**config.mk**
```make
export PLATFORM = sky130hd
export DESIGN_NAME = axi_stream_lane_converter_flat
export DESIGN_NICKNAME = d
export VERILOG_FILES = /design/src/rtl/axi_stream_lane_converter_if.sv /design/src/rtl/axi_stream_lane_converter.sv /design/src/flat_wrapper.sv
export SDC_FILE = /design/constraint.sdc
export NUM_CORES = 1
export LEC_CHECK = 0
export CAP_MARGIN = 20
export CORE_MARGIN = 2
export CORE_UTILIZATION = 53
export CTS_CLUSTER_SIZE = 12
export DETAILED_ROUTE_END_ITERATION = 10
export GPL_TIMING_DRIVEN = 0
export MAX_ROUTING_LAYER = met4
export PLACE_DENSITY_LB_ADDON = 0.08
export SYNTH_ARGS = -nofsm -noshare
export SYNTH_HDL_FRONTEND = slang
export SYNTH_SLANG_ARGS = --single-unit
export TNS_END_PERCENT = 50
```
**constraint.sdc**
```tcl
create_clock -name clk -period 1.84 [get_ports clk]
set_input_delay 0.368 -clock clk [delete_from_list [all_inputs] [get_ports clk]]
set_output_delay 0.368 -clock clk [all_outputs]
set_load 0.1 [all_outputs]
```
**src/rtl/axi_stream_lane_converter_if.sv**
```systemverilog
// axi_stream_if: lane-parallel stream bus (data per lane, per-lane mask, packet last).
interface axi_stream_if #(
  parameter int DATA_WIDTH = 32,
  parameter int PAR        = 4
);
  logic                           valid;
  logic                           ready;
  logic                           last;
  logic [PAR-1:0][DATA_WIDTH-1:0] data;
  logic [PAR-1:0]                 mask;
  modport master (output valid, data, mask, last, input ready);
  modport slave  (input valid, data, mask, last, output ready);
endinterface

```
**src/rtl/axi_stream_lane_converter.sv**
```systemverilog
// axi_stream_lane_converter: packs (upsize), splits (downsize) or re-registers stream beats
// between lane counts; all m_axis outputs come straight from registers.
module axi_stream_lane_converter #(
  parameter int DATA_WIDTH = 32,
  parameter int IN_PAR     = 4,
  parameter int OUT_PAR    = 8
) (
  input  logic         clk,
  input  logic         rst_n,
  axi_stream_if.slave  s_axis,
  axi_stream_if.master m_axis
);
  if (IN_PAR < 1 || OUT_PAR < 1 || (OUT_PAR % IN_PAR != 0 && IN_PAR % OUT_PAR != 0)) begin : g_bad
    $error("axi_stream_lane_converter: lane ratio must be an integer");
  end

  logic                            valid_q, last_q;
  logic [OUT_PAR*DATA_WIDTH-1:0]   data_q;
  logic [OUT_PAR-1:0]              mask_q;
  logic [IN_PAR*DATA_WIDTH-1:0]    s_data;
  logic                            fire, can_load;

  assign s_data        = s_axis.data;
  assign fire          = s_axis.valid && s_axis.ready;
  assign can_load      = !valid_q || m_axis.ready;
  assign m_axis.valid  = valid_q;
  assign m_axis.data   = data_q;
  assign m_axis.mask   = mask_q;
  assign m_axis.last   = last_q;

  if (OUT_PAR > IN_PAR) begin : g_up
    localparam int K  = OUT_PAR / IN_PAR;
    localparam int IW = $clog2(K);
    localparam int BW = IN_PAR * DATA_WIDTH;
    logic [IW-1:0]                 idx_q;
    logic [OUT_PAR*DATA_WIDTH-1:0] acc_data_q, word_data_d;
    logic [OUT_PAR-1:0]            acc_mask_q, word_mask_d;
    logic                          done;
    // Unwritten lanes stay zero because the accumulator is cleared on every completion.
    always_comb begin
      word_data_d = acc_data_q;
      word_mask_d = acc_mask_q;
      word_data_d[int'(idx_q)*BW +: BW]         = s_data;
      word_mask_d[int'(idx_q)*IN_PAR +: IN_PAR] = s_axis.mask;
    end
    assign done         = idx_q == IW'(K-1) || s_axis.last;
    assign s_axis.ready = rst_n && (!done || can_load);
    always_ff @(posedge clk or negedge rst_n) begin
      if (!rst_n) begin
        valid_q    <= 1'b0;
        last_q     <= 1'b0;
        data_q     <= '0;
        mask_q     <= '0;
        idx_q      <= '0;
        acc_data_q <= '0;
        acc_mask_q <= '0;
      end else begin
        if (valid_q && m_axis.ready) valid_q <= 1'b0;
        if (fire) begin
          acc_data_q <= done ? '0 : word_data_d;
          acc_mask_q <= done ? '0 : word_mask_d;
          idx_q      <= done ? '0 : idx_q + 1'b1;
          if (done) begin
            valid_q <= 1'b1;
            data_q  <= word_data_d;
            mask_q  <= word_mask_d;
            last_q  <= s_axis.last;
          end
        end
      end
    end
  end else if (IN_PAR > OUT_PAR) begin : g_down
    localparam int K  = IN_PAR / OUT_PAR;
    localparam int JW = $clog2(K);
    localparam int SW = OUT_PAR * DATA_WIDTH;
    logic [IN_PAR*DATA_WIDTH-1:0] hold_data_q;
    logic [IN_PAR-1:0]            hold_mask_q;
    logic                         hold_last_q, hv_q;
    logic [JW-1:0]                j_q, t_q, tsel;
    logic [SW-1:0]                slice_data;
    logic [OUT_PAR-1:0]           slice_mask;
    logic                         issue;
    // tsel is the final slice to emit: the highest populated one on a last beat, else all.
    always_comb begin
      tsel = '0;
      for (int i = 0; i < K; i++)
        if (|s_axis.mask[i*OUT_PAR +: OUT_PAR]) tsel = JW'(i);
      tsel = s_axis.last ? tsel : JW'(K-1);
    end
    assign slice_data   = hold_data_q[int'(j_q)*SW +: SW];
    assign slice_mask   = hold_mask_q[int'(j_q)*OUT_PAR +: OUT_PAR];
    assign issue        = hv_q && can_load;
    assign s_axis.ready = rst_n && (!hv_q || (j_q == t_q && can_load));
    always_ff @(posedge clk or negedge rst_n) begin
      if (!rst_n) begin
        valid_q     <= 1'b0;
        last_q      <= 1'b0;
        data_q      <= '0;
        mask_q      <= '0;
        hold_data_q <= '0;
        hold_mask_q <= '0;
        hold_last_q <= 1'b0;
        hv_q        <= 1'b0;
        j_q         <= '0;
        t_q         <= '0;
      end else begin
        if (valid_q && m_axis.ready) valid_q <= 1'b0;
        if (issue) begin
          valid_q <= 1'b1;
          data_q  <= slice_data;
          mask_q  <= slice_mask;
          last_q  <= hold_last_q && j_q == t_q;
          j_q     <= j_q + 1'b1;
          if (j_q == t_q) hv_q <= 1'b0;
        end
        if (fire) begin
          hold_data_q <= s_data;
          hold_mask_q <= s_axis.mask;
          hold_last_q <= s_axis.last;
          t_q         <= tsel;
          // From idle the first slice bypasses the holding register for one-cycle latency.
          if (!hv_q && can_load) begin
            valid_q <= 1'b1;
            data_q  <= s_data[SW-1:0];
            mask_q  <= s_axis.mask[OUT_PAR-1:0];
            last_q  <= s_axis.last && tsel == '0;
            j_q     <= JW'(1);
            hv_q    <= tsel != '0;
          end else begin
            j_q  <= '0;
            hv_q <= 1'b1;
          end
        end
      end
    end
  end else begin : g_eq
    assign s_axis.ready = rst_n && can_load;
    always_ff @(posedge clk or negedge rst_n) begin
      if (!rst_n) begin
        valid_q <= 1'b0;
        last_q  <= 1'b0;
        data_q  <= '0;
        mask_q  <= '0;
      end else begin
        if (valid_q && m_axis.ready) valid_q <= 1'b0;
        if (fire) begin
          valid_q <= 1'b1;
          data_q  <= s_data;
          mask_q  <= s_axis.mask;
          last_q  <= s_axis.last;
        end
      end
    end
  end
endmodule

```
**src/flat_wrapper.sv**
```systemverilog
// flat-port wrapper written by rule: the top's interface ports become plain ports
module axi_stream_lane_converter_flat 
#(
  parameter int DATA_WIDTH = 32,
  parameter int IN_PAR     = 4,
  parameter int OUT_PAR    = 8
)
  (clk, rst_n, s_axis_valid, s_axis_data, s_axis_mask, s_axis_last, s_axis_ready, m_axis_valid, m_axis_data, m_axis_mask, m_axis_last, m_axis_ready);
  axi_stream_if #(.DATA_WIDTH(DATA_WIDTH), .PAR(4)) s_axis_i ();
  axi_stream_if #(.DATA_WIDTH(DATA_WIDTH), .PAR(8)) m_axis_i ();
  input  logic clk;
  input  logic rst_n;
  input wire logic [$bits(s_axis_i.valid)-1:0] s_axis_valid;
  input wire logic [$bits(s_axis_i.data)-1:0] s_axis_data;
  input wire logic [$bits(s_axis_i.mask)-1:0] s_axis_mask;
  input wire logic [$bits(s_axis_i.last)-1:0] s_axis_last;
  output wire logic [$bits(s_axis_i.ready)-1:0] s_axis_ready;
  output wire logic [$bits(m_axis_i.valid)-1:0] m_axis_valid;
  output wire logic [$bits(m_axis_i.data)-1:0] m_axis_data;
  output wire logic [$bits(m_axis_i.mask)-1:0] m_axis_mask;
  output wire logic [$bits(m_axis_i.last)-1:0] m_axis_last;
  input wire logic [$bits(m_axis_i.ready)-1:0] m_axis_ready;
  assign s_axis_i.valid = s_axis_valid;
  assign s_axis_i.data = s_axis_data;
  assign s_axis_i.mask = s_axis_mask;
  assign s_axis_i.last = s_axis_last;
  assign s_axis_ready = s_axis_i.ready;
  assign m_axis_valid = m_axis_i.valid;
  assign m_axis_data = m_axis_i.data;
  assign m_axis_mask = m_axis_i.mask;
  assign m_axis_last = m_axis_i.last;
  assign m_axis_i.ready = m_axis_ready;
  axi_stream_lane_converter #(.DATA_WIDTH(DATA_WIDTH), .IN_PAR(IN_PAR), .OUT_PAR(OUT_PAR)) u_core (.clk(clk), .rst_n(rst_n), .s_axis(s_axis_i), .m_axis(m_axis_i));
endmodule
```
==> impl_results.md <==
* Ratio of routed vias to standard cells at 5.56
* Worst voltage drop across the vdd grid at 1.65 mV
* Number of max-cap violations at 0
* Later-pin clock latency in the skew report at 610 ps
* Global-route met1 utilization at 0.379
* Share of the core filled with cells at 0.721
* Wire per inst at 23.3 um
* Most used DFF post-synth: sky130_fd_sc_hd__dfrtp_1
* Num CTS Buffers at 55
* Max transition margin at 0.417
* Synthesis-stage register bit count at 531
* Synthesis Warnings at 0
* Start-to-end type of the worst setup path: register to primary output
* Area share of the largest cell type after synthesis at 0.582
* Starting density of the core at 0.534
* Max Clk Rate at 490 MHz
* Synth top cells by count: 531 x sky130_fd_sc_hd__dfrtp_1, 528 x sky130_fd_sc_hd__mux2_2, 133 x sky130_fd_sc_hd__nand4_1
* Switching Share at 0.485
* Die span in x at 212 um
* Synthesized net count at 1870
* Drt first pass iters at 4
* Gp weighted congestion at 0.831
* Vias after detailed routing at 15800
* Antenna violations before repair at 8
* Root Driver: sky130_fd_sc_hd__clkbuf_16
* Fraction of power consumed by the clock network at 0.209
* Register-to-register setup slack at -110 ps
* Number of clock sinks seen by CTS at 531
* Biggest fanout along the worst timing path at 3
* Final Setup Violations at 307
* Clock transition at the register clock pins on the worst setup and hold paths after CTS at 60 ps
* Critical path launch point type: register
* Internal power at 25.8 mW
* Required time of the worst setup path at 1470 ps
* Outcome: finished, violations left
* Clock H-tree levels at 2
* TritonCTS clock tree: yes
* Most used routing layer in global routing: met2
* Switching power at 24.2 mW
* Floorplan row count at 76
* Worst path arrival time at 1670 ps
* Fraction of layout instances using a drive strength above 1 at 0.474
* Final critical-path share of the clock period at 1.11
* Max-slew violation total from the final report at 0
* Synth area leader: sky130_fd_sc_hd__dfrtp_1
* Most frequent cell after synthesis: sky130_fd_sc_hd__dfrtp_1
* Comb pwr share at 0.484
* Number of design-rule violations left by the first detailed-router iteration at 1049
* Aggregate routed wire length at 66300 um
* Cell count after synthesis at 1733
* Layout-stage area growth over the synthesis result at 35.1%
* Post-synthesis async set-or-reset flop share at 1.00
* Maximum count of clock buffers along a single path at 3
* Worst hold-check slack at 391 ps
* Area of the placeable core at 42800 um^2
* Number of flops mapped to enable cells by yosys at 0
* GRT Total Usage at 0.291
* Setup tns final at -13430 ps
* Number of global-route vias before repair at 16400
* Power density over cell area at 1620 nW/um^2
* Pwr Total at 50.0 mW
* Kind of end point of the critical path: primary output
* I/O pin count at 404
* Final-stage net count at 2387
* Unrepaired setup endpoints after global routing: yes
* Share of synthesized area occupied by flip-flops and latches at 0.582
* Classification of the worst-slack hold path: input pin to register
* Post-Syn Area per Cell at 13.2 um^2
* Library cells used by synthesis at 23
* Ranking of synthesized cells by area: sky130_fd_sc_hd__dfrtp_1 58%, sky130_fd_sc_hd__mux2_2 26%, sky130_fd_sc_hd__nand4_1 3.6%
* Count of buffers from port buffering at 402
* Die height at 212 um
* Final setup margin at -201 ps
* Shortest clock period the worst path allows after layout at 2040 ps
* Final Hold Violating Endpoints at 0
* Final HPWL DP at 41900 um
* Cell area after technology mapping at 22800 um^2
* Pre-CTS setup slack at -2680 ps
* Global-route wire length before repair at 96000 um
* Sequential share of power at 0.307
* Reported leakage power at 14.7 nW
* Setup Skew at 18.5 ps
* Count of antenna-violating nets left after detailed routing at 0
* Die Area at 44800 um^2
* Violations in the final reports: negative setup slack
* Remaining global-route overflow at 0
* DRC violations left at 0
* Met3 global-route usage at 0.0822
* Transition time of the tightest slew-check pin at 874 ps
* Met2 demand-to-capacity share in global routing at 0.432
* Pin count of the biggest net entering global routing at 121
==> per-layer routing <==
metal / up-vias / wire length [um]
li1: 7063 / -
met1: 8180 / 28600
met2: 487 / 30900
met3: 114 / 4710
met4: 0 / 2060
met5: - / 0
==> logic make-up (layout without fill, tap and decap cells) <==
group | Yosys count | in the layout | share of synthesized area
flip-flops | 531 | 531 | 0.582
other | 0 | 9 | 0
multiplexers | 528 | 528 | 0.260
buffers and inverters | 264 | 824 | 0.0523
AO/OA/AOI/OAI | 136 | 136 | 0.0304
AND/OR/NAND/NOR | 274 | 274 | 0.0749
==> stage by stage <==
| step | std cells | area, um^2 |
|---|---|---|
| after floorplan | 1733 | 22900 |
| after global placement | 2681 | 27600 |
| after detailed placement | 2686 | 27700 |
| after CTS | 2811 | 30000 |
| after global routing | 2847 | 30800 |
| final | 2848 | 30800 |
==> registers in the layout, indices dropped and copies added (netlist names) <==
| register | flops |
|---|---|
| u_core.m_axis.last | 1 |
| u_core.m_axis.data | 256 |
| u_core.g_up.acc_data_q | 256 |
| u_core.g_up.idx_q | 1 |
| u_core.g_up.acc_mask_q | 8 |
| u_core.m_axis.mask | 8 |
| u_core.m_axis.valid | 1 |
==> final timing paths <==
kind                                                              start                                 endpoint  depth (start not counted)
worst max register to register            u_core.m_axis.valid$_DFF_PN0_  u_core.g_up.acc_data_q[172]$_DFFE_PN0P_                          7
worst max-delay path                      u_core.g_up.idx_q$_DFFE_PN0P_                             s_axis_ready                          3
max in group asynchronous                                         rst_n  u_core.g_up.acc_data_q[245]$_DFFE_PN0P_                          4
worst min-delay path                                   s_axis_data[110]  u_core.g_up.acc_data_q[110]$_DFFE_PN0P_                          3
worst min register to register  u_core.g_up.acc_data_q[216]$_DFFE_PN0P_  u_core.g_up.acc_data_q[216]$_DFFE_PN0P_                          1
min in group asynchronous                                         rst_n       u_core.m_axis.data[16]$_DFFE_PN0P_                          3
==> power groups by stage <==
| stage | logic, mW | registers, mW | clock network, mW |
|---|---|---|---|
| floorplan | 4.12 | 29.3 | 0 |
| CTS | 23.8 | 15.3 | 10.6 |
| detailed placement | 24.2 | 15.5 | 0 |
| global placement | 22.7 | 15.3 | 0 |
| global route | 24.9 | 15.6 | 11.1 |
| finish | 24.2 | 15.3 | 10.4 |
==> critical path, stage by stage, from the launching register on <==
cell and delay, ps:
sky130_fd_sc_hd__dfrtp_2 420, sky130_fd_sc_hd__or2_4 250, sky130_fd_sc_hd__a21boi_4 190, sky130_fd_sc_hd__buf_12 190
==> final cells by class <==
cell class	instances	area (um^2)
Antenna cell	9	22.5
Buffer	130	1230
Clock buffer	88	1590
Clock inverter	12	71.3
Fill cell	2999	11900
Inverter	132	495
Multi-Input combinational cell	938	9040
Sequential cell	531	13300
Tap cell	546	683
Timing Repair Buffer	462	4410
==> layout by cell type, fill, tap and decap left out, types with 2 or more instances in the layout <==
cell type | Yosys | final
sky130_fd_sc_hd__o21ai_0 | 132 | 132
sky130_fd_sc_hd__clkbuf_1 | 51 | 57
sky130_fd_sc_hd__and2_1 | 132 | 72
sky130_fd_sc_hd__buf_2 | 40 | 212
sky130_fd_sc_hd__dfrtp_1 | 531 | 529
sky130_fd_sc_hd__dlygate4sd3_1 | 0 | 3
sky130_fd_sc_hd__clkbuf_16 | 0 | 79
sky130_fd_sc_hd__inv_6 | 0 | 3
sky130_fd_sc_hd__clkdlybuf4s50_1 | 0 | 134
sky130_fd_sc_hd__buf_16 | 0 | 9
sky130_fd_sc_hd__diode_2 | 0 | 9
sky130_fd_sc_hd__buf_8 | 0 | 11
sky130_fd_sc_hd__buf_4 | 27 | 26
sky130_fd_sc_hd__inv_1 | 132 | 132
sky130_fd_sc_hd__clkbuf_2 | 0 | 8
sky130_fd_sc_hd__and2_4 | 0 | 60
sky130_fd_sc_hd__nand4_1 | 133 | 133
sky130_fd_sc_hd__clkbuf_4 | 0 | 2
sky130_fd_sc_hd__buf_12 | 0 | 36
sky130_fd_sc_hd__buf_6 | 7 | 16
sky130_fd_sc_hd__clkbuf_8 | 0 | 11
sky130_fd_sc_hd__mux2_2 | 528 | 395
sky130_fd_sc_hd__clkinv_2 | 0 | 9
sky130_fd_sc_hd__bufbuf_16 | 0 | 4
sky130_fd_sc_hd__buf_1 | 7 | 6
sky130_fd_sc_hd__clkdlybuf4s15_2 | 0 | 64
sky130_fd_sc_hd__mux2_4 | 0 | 133
sky130_fd_sc_hd__nand2_1 | 2 | 2
==> repair_timing <==
item,in CTS,in global routing
resized for setup,1088,519
pin swaps,1,60
endpoints found under the setup margin,798,788
hold buffers,6,0
hold endpoints to repair,90,0
cloned,8,24
buffers inserted,12,6
(Power assumes the default switching activity.)
